File: src/rtl/sha1_pkg.sv
// Shared SHA-1 constants, types and helpers for the padder and the block-chain core.
package sha1_pkg;

    localparam int unsigned BLOCK_W     = 512;
    localparam int unsigned DIGEST_W    = 160;
    localparam int unsigned BLOCK_BYTES = BLOCK_W / 8;
    localparam int unsigned LEN_W       = 64;
    localparam int unsigned LEN_POS     = 56;

    localparam logic [7:0] PAD_BYTE = 8'h80;

    localparam logic [31:0] IV0 = 32'h67452301;
    localparam logic [31:0] IV1 = 32'hEFCDAB89;
    localparam logic [31:0] IV2 = 32'h98BADCFE;
    localparam logic [31:0] IV3 = 32'h10325476;
    localparam logic [31:0] IV4 = 32'hC3D2E1F0;

    // Byte 0 is the leftmost (most significant) byte, matching the core's big-endian view.
    typedef logic [0:BLOCK_BYTES-1][7:0] block_t;

    typedef enum logic [1:0] {
        ST_FILL,
        ST_FULL,
        ST_TAIL,
        ST_LEN
    } pad_state_e;

    // Places a 64-bit big-endian bit length into the last eight bytes of a block.
    function automatic block_t put_len(input block_t blk, input logic [LEN_W-1:0] len);
        block_t r;
        r = blk;
        for (int b = 0; b < 8; b++) begin
            r[LEN_POS + b] = len[LEN_W - 1 - 8*b -: 8];
        end
        return r;
    endfunction

endpackage

File: src/rtl/sha1_padder_if.sv
// Byte-stream input and padded-block output of the SHA-1 padder.
interface sha1_padder_if;
    import sha1_pkg::*;

    logic [7:0]         in_data;
    logic               in_valid;
    logic               in_last;
    logic               in_ready;
    logic [BLOCK_W-1:0] blk_data;
    logic               blk_valid;
    logic               blk_last;
    logic               blk_ready;

    modport slave (
        input  in_data, in_valid, in_last, blk_ready,
        output in_ready, blk_data, blk_valid, blk_last
    );

    modport master (
        output in_data, in_valid, in_last, blk_ready,
        input  in_ready, blk_data, blk_valid, blk_last
    );
endinterface

File: src/rtl/sha1_padder.sv
// Collects message bytes into 512-bit blocks and appends SHA-1 padding and bit length.
module sha1_padder
    import sha1_pkg::*;
#(
    parameter int unsigned CNT_W = 61
) (
    input  logic          clk,
    input  logic          rst,
    sha1_padder_if.slave  bus
);

    localparam int unsigned IDX_W = 6;

    pad_state_e       state_q, state_d;
    logic [IDX_W-1:0] idx_q, idx_d;
    logic [CNT_W-1:0] cnt_q, cnt_d;
    block_t           buf_q, buf_d;
    logic             pend_q, pend_d;
    logic             fit_q, fit_d;

    logic [CNT_W-1:0] cnt_inc;
    logic [LEN_W-1:0] len_cur;
    logic [LEN_W-1:0] len_inc;

    assign cnt_inc = cnt_q + CNT_W'(1);
    assign len_cur = LEN_W'({cnt_q, 3'b000});
    assign len_inc = LEN_W'({cnt_inc, 3'b000});

    always_ff @(posedge clk or posedge rst) begin
        if (rst) begin
            state_q <= ST_FILL;
            idx_q   <= '0;
            cnt_q   <= '0;
            buf_q   <= '0;
            pend_q  <= 1'b0;
            fit_q   <= 1'b0;
        end else begin
            state_q <= state_d;
            idx_q   <= idx_d;
            cnt_q   <= cnt_d;
            buf_q   <= buf_d;
            pend_q  <= pend_d;
            fit_q   <= fit_d;
        end
    end

    // Buffer fill, pad insertion and length insertion in one update.
    always_comb begin
        state_d = state_q;
        idx_d   = idx_q;
        cnt_d   = cnt_q;
        buf_d   = buf_q;
        pend_d  = pend_q;
        fit_d   = fit_q;

        unique case (state_q)
            ST_FILL: begin
                if (bus.in_valid) begin
                    buf_d[idx_q] = bus.in_data;
                    idx_d        = idx_q + IDX_W'(1);
                    cnt_d        = cnt_inc;
                    if (idx_q == IDX_W'(BLOCK_BYTES - 1)) begin
                        state_d = ST_FULL;
                        pend_d  = bus.in_last;
                    end else if (bus.in_last) begin
                        state_d                   = ST_TAIL;
                        buf_d[idx_q + IDX_W'(1)]  = PAD_BYTE;
                        // Length fits only if the pad byte lands at or below byte 55.
                        if (idx_q < IDX_W'(LEN_POS - 1)) begin
                            buf_d = put_len(buf_d, len_inc);
                            fit_d = 1'b1;
                        end else begin
                            fit_d = 1'b0;
                        end
                    end
                end
            end
            ST_FULL: begin
                if (bus.blk_ready) begin
                    buf_d = '0;
                    idx_d = '0;
                    if (pend_q) begin
                        state_d  = ST_TAIL;
                        buf_d[0] = PAD_BYTE;
                        buf_d    = put_len(buf_d, len_cur);
                        fit_d    = 1'b1;
                        pend_d   = 1'b0;
                    end else begin
                        state_d = ST_FILL;
                    end
                end
            end
            ST_TAIL: begin
                if (bus.blk_ready) begin
                    if (fit_q) begin
                        state_d = ST_FILL;
                        cnt_d   = '0;
                        idx_d   = '0;
                        buf_d   = '0;
                    end else begin
                        state_d = ST_LEN;
                        buf_d   = put_len('0, len_cur);
                    end
                end
            end
            ST_LEN: begin
                if (bus.blk_ready) begin
                    state_d = ST_FILL;
                    cnt_d   = '0;
                    idx_d   = '0;
                    buf_d   = '0;
                end
            end
            default: state_d = ST_FILL;
        endcase
    end

    assign bus.in_ready  = (state_q == ST_FILL);
    assign bus.blk_valid = (state_q != ST_FILL);
    assign bus.blk_data  = buf_q;
    assign bus.blk_last  = ((state_q == ST_TAIL) && fit_q) || (state_q == ST_LEN);

endmodule

File: src/flat_wrapper.sv
// flat-port wrapper written by rule: the top's interface ports become plain ports
module sha1_padder_flat import sha1_pkg::*;
#(
    parameter int unsigned CNT_W = 61
)
  (clk, rst, bus_in_data, bus_in_valid, bus_in_last, bus_blk_ready, bus_in_ready, bus_blk_data, bus_blk_valid, bus_blk_last);
  sha1_padder_if bus_i ();
  input  logic clk;
  input  logic rst;
  input wire logic [$bits(bus_i.in_data)-1:0] bus_in_data;
  input wire logic [$bits(bus_i.in_valid)-1:0] bus_in_valid;
  input wire logic [$bits(bus_i.in_last)-1:0] bus_in_last;
  input wire logic [$bits(bus_i.blk_ready)-1:0] bus_blk_ready;
  output wire logic [$bits(bus_i.in_ready)-1:0] bus_in_ready;
  output wire logic [$bits(bus_i.blk_data)-1:0] bus_blk_data;
  output wire logic [$bits(bus_i.blk_valid)-1:0] bus_blk_valid;
  output wire logic [$bits(bus_i.blk_last)-1:0] bus_blk_last;
  assign bus_i.in_data = bus_in_data;
  assign bus_i.in_valid = bus_in_valid;
  assign bus_i.in_last = bus_in_last;
  assign bus_i.blk_ready = bus_blk_ready;
  assign bus_in_ready = bus_i.in_ready;
  assign bus_blk_data = bus_i.blk_data;
  assign bus_blk_valid = bus_i.blk_valid;
  assign bus_blk_last = bus_i.blk_last;
  sha1_padder #(.CNT_W(CNT_W)) u_core (.clk(clk), .rst(rst), .bus(bus_i));
endmodule
File: config.mk
export PLATFORM = sky130hd
export DESIGN_NAME = sha1_padder_flat
export DESIGN_NICKNAME = d
export VERILOG_FILES = /design/src/rtl/sha1_pkg.sv /design/src/rtl/sha1_padder_if.sv /design/src/rtl/sha1_padder.sv /design/src/flat_wrapper.sv
export SDC_FILE = /design/constraint.sdc
export NUM_CORES = 2
export LEC_CHECK = 0
export CAP_MARGIN = 10
export CORE_ASPECT_RATIO = 1.4
export CORE_MARGIN = 2
export CORE_UTILIZATION = 50
export CTS_CLUSTER_DIAMETER = 60
export DETAILED_ROUTE_END_ITERATION = 8
export DONT_BUFFER_PORTS = 1
export PLACE_DENSITY = 0.68
export SYNTH_ARGS = -nofsm -noshare
export SYNTH_HDL_FRONTEND = slang
export SYNTH_SLANG_ARGS = --single-unit
export TNS_END_PERCENT = 20
File: constraint.sdc
create_clock -name clk -period 18.7 [get_ports clk]
set_input_delay 3.74 -clock clk [delete_from_list [all_inputs] [get_ports clk]]
set_output_delay 3.74 -clock clk [all_outputs]
set_load 0.02 [all_outputs]
Yosys cells after proc, flatten, opt, wreduce, memory -nomap -nowiden
Index checks and enable logic that the tools add are counted.
{"block": "op_classes", "n_div": 0, "multipliers": 0, "bitwise": 5, "eq_ne": 15, "add_sub_neg": 2, "muxes": 45, "n_reduce_logical": 15, "n_lt_le_gt_ge": 5, "shift": 0}
{"operator": "512-bit 2-to-1 mux", "count": 7}
{"operator": "512-bit case mux with 4 select lines", "count": 1}
{"operator": "512-bit bitwise mux", "count": 1}
{"operator": "448-bit AND", "count": 1}
{"operator": "448-bit NOT", "count": 1}
{"operator": "61-bit 2-to-1 mux", "count": 4}
{"operator": "61-bit case mux with 3 select lines", "count": 1}
{"operator": "64-bit 2-to-1 mux", "count": 2}
{"operator": "8-bit demux with 6-bit select", "count": 2}
{"operator": "64-bit OR", "count": 1}
{"operator": "61-bit by 1-bit adder with 61-bit output (second input constant)", "count": 1}
{"operator": "6-bit 2-to-1 mux", "count": 4}
{"operator": "6-bit case mux with 3 select lines", "count": 1}
{"operator": "2-bit 2-to-1 mux", "count": 8}
{"operator": "8-bit 2-to-1 mux", "count": 2}
{"operator": "7-bit >= comparator (second input constant)", "count": 2}
{"operator": "7-bit by 1-bit less-than comparator with 1-bit output (second input constant)", "count": 2}
{"operator": "6-bit NOT with 7-bit output", "count": 2}
{"operator": "2-bit != test (second input constant)", "count": 6}
{"operator": "4-bit AND reduction", "count": 3}
{"operator": "5-bit AND reduction", "count": 2}
{"operator": "1-bit 2-to-1 mux", "count": 9}
{"operator": "2-bit by 1-bit != test with 1-bit output (second input constant)", "count": 4}
{"operator": "2-bit case mux with 4 select lines", "count": 1}
{"operator": "14 further kinds", "count": 19}
{"block": "totals", "ramBits": 0, "out_inout_bits": 515, "ff_bits": 583, "romBits": 0, "mem_count": 0, "latch_bits": 0}

Logic depth before layout (Yosys ltp)
{"block": "depth", "ltp_word": 13, "depth_mapped": 9, "ltp_nobuf": 7}

Worst setup path before layout
OpenSTA, ideal clock, no wires.
{"block": "synth_path", "path_type": "input-to-reg", "from": "in bus_in_valid", "to": "reg u_core.buf_q (netlist bit u_core.bus.blk_data[344])", "stages": 8, "required_time_ps": 18621, "arrival_time_ps": 5383, "path_slack_ps": 13238, "path_buffers": 2, "path_cell_list": "or3b_2 buf_2 a21oi_4 nand2_1 clkbuf_1 nor2_1 nand2_1 a21oi_1"}
{"block": "synth_via", "elab_chain_len": 2}
{"item": "start, declared", "line_no": "flat_wrapper.sv:11", "source": "input wire logic [$bits(bus_i.in_valid)-1:0] bus_in_valid;"}
{"item": "2-bit != test (no source line)"}
{"item": "4-bit AND reduction (no source line)"}
{"item": "end signal, assigned", "line_no": "sha1_padder.sv:41", "source": "buf_q <= buf_d;"}
{"item": "end, declared", "line_no": "sha1_padder.sv:17", "source": "block_t buf_q, buf_d;"}
No other way between the ends.
A chain may end at the register's enable or synchronous reset.

==> metrics.txt <==
# TYPE chip_impl_metric gauge
chip_impl_metric{name="wl",unit="mm"} 109.5
chip_impl_metric{name="maximum_number_of_pins_on_one_net_before_global_route_repair",unit=""} 85
chip_impl_metric{name="io-pin-count",unit=""} 528
chip_impl_metric{name="max_capacitance_violation_count",unit=""} 0
chip_impl_metric{name="yosys_register_bits",unit=""} 583
chip_impl_info{name="timing.setup.critical_path_class",value="in2async"} 1
chip_impl_info{name="setup.worst_path.start_class",value="primary input"} 1
chip_impl_metric{name="synth-edff-count",unit=""} 0
chip_impl_metric{name="cts_post_setup_buffers_inserted",unit=""} 0
chip_impl_metric{name="cts_resized",unit=""} 0
chip_impl_metric{name="clk-insertion-delay-late",unit="ns"} 0.65
chip_impl_info{name="synth.area.top_cells",value="dfrtp_1, nand2_1, a21oi_1"} 1
chip_impl_metric{name="design.final.nets",unit=""} 3112
chip_impl_metric{name="drt_first_pass_iters",unit=""} 7
chip_impl_info{name="rsz_0062_raised_after_global_routing",value="false"} 1
chip_impl_metric{name="pwr_density_cell",unit="nW/um^2"} 114.7
chip_impl_metric{name="clkSinkCount",unit=""} 583
chip_impl_metric{name="detail_route.drc_violations",unit=""} 0
chip_impl_metric{name="synth_top_area_share",unit="%"} 52.03
chip_impl_metric{name="number_of_cts_inserted_buffers",unit=""} 57
chip_impl_metric{name="synth-compound-area-share",unit="%"} 22.81
chip_impl_metric{name="detailedPlacementHpwl",unit="mm"} 72.32
chip_impl_metric{name="synthSimpleGateAreaFrac",unit="%"} 18.93
chip_impl_metric{name="initial_utilization",unit="%"} 50.62
chip_impl_metric{name="post_route_clock_skew",unit="ns"} 0.03398
chip_impl_info{name="cts_tree",value="yes"} 1
chip_impl_metric{name="postRouteAntennaNets",unit=""} 0
chip_impl_metric{name="synth-seq-area-share",unit="%"} 52.03
chip_impl_metric{name="gp_congestion",unit=""} 0.9208
chip_impl_metric{name="layout-drive-gt1-share",unit="%"} 5.731
chip_impl_info{name="cts.root.buffer_cell",value="clkbuf_16"} 1
chip_impl_info{name="dominant_combinational_cell_family_by_area_after_synthesis",value="compound AO/OA/AOI/OAI gates"} 1
chip_impl_metric{name="syn-cell-area",unit="sq um"} 28040
chip_impl_metric{name="layout-area-overhead-vs-synth",unit="%"} 7.778
chip_impl_metric{name="core.rowCount",unit=""} 102
chip_impl_info{name="setup.worst_path.end_class",value="async pin"} 1
chip_impl_metric{name="worst-endpoint-arrival",unit="ns"} 7.66
chip_impl_metric{name="route.detailed.wl_per_inst",unit="microns"} 28.31
chip_impl_info{name="run_status",value="finished clean"} 1
chip_impl_info{name="postSynth.topFlopCell",value="dfrtp_1"} 1
chip_impl_metric{name="muxShareOfSynthArea",unit="%"} 1.673
chip_impl_metric{name="timing.final.setup_violations",unit=""} 0
chip_impl_metric{name="track_usage",unit="%"} 36.65
chip_impl_metric{name="post_synth_num_cell_types",unit=""} 81
chip_impl_metric{name="drtIter0Drc",unit=""} 2969
chip_impl_metric{name="timing.reg2reg.worst_path_depth",unit=""} 8
chip_impl_metric{name="floorplan.die.width",unit="microns"} 204.1
chip_impl_metric{name="max_freq",unit="MHz"} 141.5
chip_impl_metric{name="worst_ep_required_time",unit="ns"} 19.30
chip_impl_metric{name="timing.critical_path.fanout_max",unit=""} 84
chip_impl_metric{name="total_die_area",unit="sq um"} 58020
chip_impl_metric{name="synth_adder_area_share",unit="%"} 0.08925
chip_impl_metric{name="slew_violations",unit=""} 0
chip_impl_metric{name="worstMarginPinSlew",unit="ns"} 1.201
chip_impl_metric{name="clk_pin_slew",unit="ns"} 0.06
chip_impl_info{name="holdCritPathClass",value="reg2reg"} 1
chip_impl_metric{name="fin_hold_viols",unit=""} 0
chip_impl_metric{name="via_count_of_the_first_global_routing_pass",unit=""} 24680
chip_impl_metric{name="htree_num_levels",unit=""} 2
chip_impl_metric{name="setup-tns-final",unit="ns"} 0
chip_impl_metric{name="num-fill-cells",unit=""} 5048
chip_impl_metric{name="timing.max_slew.rel_slack",unit="%"} 19.37
chip_impl_metric{name="peakVddDrop",unit="uV"} 82.96
chip_impl_metric{name="static-leakage-power",unit="nW"} 12.34
chip_impl_metric{name="global_route_wire_length_before_repair",unit="mm"} 161.0
chip_impl_metric{name="cts_hold_buffers",unit=""} 0
chip_impl_metric{name="num_antenna_cells",unit=""} 0
chip_impl_metric{name="core-area",unit="sq um"} 55390
chip_impl_metric{name="layout_worst_path_cycle_share",unit="%"} 37.79
chip_impl_metric{name="synth.net_count",unit=""} 3247
chip_impl_metric{name="placed_cells",unit=""} 3766
chip_impl_metric{name="ctsLongestPathBuffers",unit=""} 3
chip_impl_info{name="post-synth-top-area-cell",value="dfrtp_1"} 1
chip_impl_metric{name="finalNonFillerCells",unit=""} 3869
chip_impl_metric{name="post-route-min-period",unit="ns"} 7.067
chip_impl_metric{name="hold-path-cell-count",unit=""} 1
chip_impl_metric{name="yosys_warnings",unit=""} 0
chip_impl_metric{name="synthCells",unit=""} 3232
chip_impl_metric{name="xor_xnor_share_of_the_synthesized_area",unit="%"} 0.9371
chip_impl_metric{name="antenna_found_initial",unit=""} 0
chip_impl_metric{name="post_detailed_route_via_to_cell_ratio",unit=""} 6.668
chip_impl_metric{name="syn_avg_cell_area",unit="sq um"} 8.676
chip_impl_metric{name="floorplan.die.height",unit="microns"} 284.2
chip_impl_metric{name="numPortBuffers",unit=""} 0
chip_impl_metric{name="detailroute.via_count",unit=""} 25800
chip_impl_metric{name="ys_async_sr_fraction",unit="%"} 100.0
chip_impl_metric{name="global_route.overflow_total",unit=""} 0
==> placed cells by master (no fill, tap or decap), types with 9 or more instances in the layout <==
cell type / synthesis / routed
a221o_1: 13 / 13
nor3_1: 23 / 22
xnor2_1: 12 / 12
and2_1: 13 / 13
clkbuf_1: 184 / 13
clkbuf_8: 0 / 11
nor2_1: 118 / 115
nand4_1: 13 / 13
a22oi_1: 13 / 13
xor2_1: 18 / 18
o21a_1: 18 / 17
a21o_1: 11 / 11
a221oi_1: 17 / 17
a21oi_1: 487 / 486
o22ai_1: 29 / 29
or3_1: 13 / 13
buf_4: 2 / 35
nand2b_1: 9 / 9
mux2i_1: 39 / 39
a22o_1: 16 / 16
o21ai_0: 295 / 294
and4_1: 14 / 14
a31oi_1: 23 / 23
dfrtp_1: 583 / 583
o21ai_1: 41 / 41
o31ai_1: 28 / 28
nand3_1: 117 / 116
nor4_1: 10 / 10
a32o_1: 20 / 20
clkbuf_16: 0 / 57
and3_1: 25 / 25
nor2b_1: 13 / 13
a32oi_1: 18 / 18
inv_1: 21 / 19
nand2_1: 809 / 808
clkinv_2: 0 / 13
==> Yosys cell counts (all sizes together) (8+ instances only) <==
cell,n
inv,21
nor2b,13
a22o,16
nor2,121
o22ai,29
dfrtp,583
a21o,11
a222oi,8
a31oi,23
o221ai,9
a22oi,13
or3,14
nor3,25
or2,8
xor2,18
o2bb2ai,8
o31ai,29
nand2b,9
buf,43
nor4,17
o21a,18
clkbuf,186
xnor2,12
a21oi,488
nand3,118
a32o,20
and3,25
a211oi,11
nand4,13
mux2i,39
a32oi,18
and4,14
nand2,810
a221oi,17
o21ai,336
and2,13
a221o,13
==> power by group <==
group          total (mW)  switching (mW)  internal (mW)
Combinational       0.817           0.642          0.175
Sequential           1.49           0.165           1.32
Clock                1.16           0.527          0.637
Total                3.47            1.33           2.13
==> path summary, 6_finish.rpt <==
| path | startpoint | to | slack [ns] |
|---|---|---|---|
| min in group asynchronous | rst | u_core.bus.blk_data[362]$_DFFE_PP0P_ | 3.00 |
| max in group clk | bus_blk_ready | u_core.bus.blk_data[253]$_DFFE_PP0P_ | 12.42 |
| setup / recovery | rst | u_core.bus.blk_data[174]$_DFFE_PP0P_ | 11.63 |
| hold reg to reg | u_core.cnt_q[55]$_DFFE_PP0P_ | u_core.cnt_q[55]$_DFFE_PP0P_ | 0.54 |
| hold / removal | u_core.cnt_q[55]$_DFFE_PP0P_ | u_core.cnt_q[55]$_DFFE_PP0P_ | 0.54 |
| setup reg to reg | u_core.idx_q[0]$_DFFE_PP0P_ | u_core.bus.blk_data[38]$_DFFE_PP0P_ | 14.37 |
==> area by class of cell <==
class	instances	area [sq um]	area share, %
Clock buffer	81	1627	5.382
Tap cell	728	910.9	3.014
Sequential cell	583	14590	48.28
Timing Repair Buffer	35	262.8	0.8695
Inverter	21	82.58	0.2733
Multi-Input combinational cell	2399	12520	41.44
Clock inverter	22	225.2	0.7452
==> cells by family after synthesis <==
group,count (synthesis)
buffers and inverters,250
adders and majority gates,2
AOI/OAI and AO/OA,1101
and+or+nand+nor,1220
xor gates and xnor gates,30
DFF,583
muxes,46
==> registers in the layout, summed over array words and instances (netlist names) <==
name	cells
u_core.state_q	2
u_core.bus.blk_data	512
u_core.cnt_q	61
u_core.fit_q	1
u_core.pend_q	1
u_core.idx_q	6
==> worst max-delay path: stages <==
cell        delay [ns]
clkinvlp_4        0.31
buf_4             0.80
buf_4             0.82
buf_4             0.86
buf_4             0.93
==> routing by layer <==
layer	global-route usage (%)	routed length, microns
met5	0	0
met4	22.55	7640
met3	10.23	12200
met1	43.09	38110
met2	59.23	51590
==> per-stage QoR <==
stage	hold slack, ns	utilization, %	instance area (sq um)	total power, mW	worst slack (ns)
final	0.5442	54.56	30220	3.466	11.63
after global placement	0.5072	51.22	28370	2.276	11.06
after floorplan	0.4739	-	28040	2.001	7.015
after detailed placement	0.5255	51.22	28370	2.299	10.84
after global routing	0.5628	54.56	30220	3.573	11.01
after CTS	0.5394	54.56	30220	3.444	11.52
No activity file was read; power rests on OpenSTA's default activity.
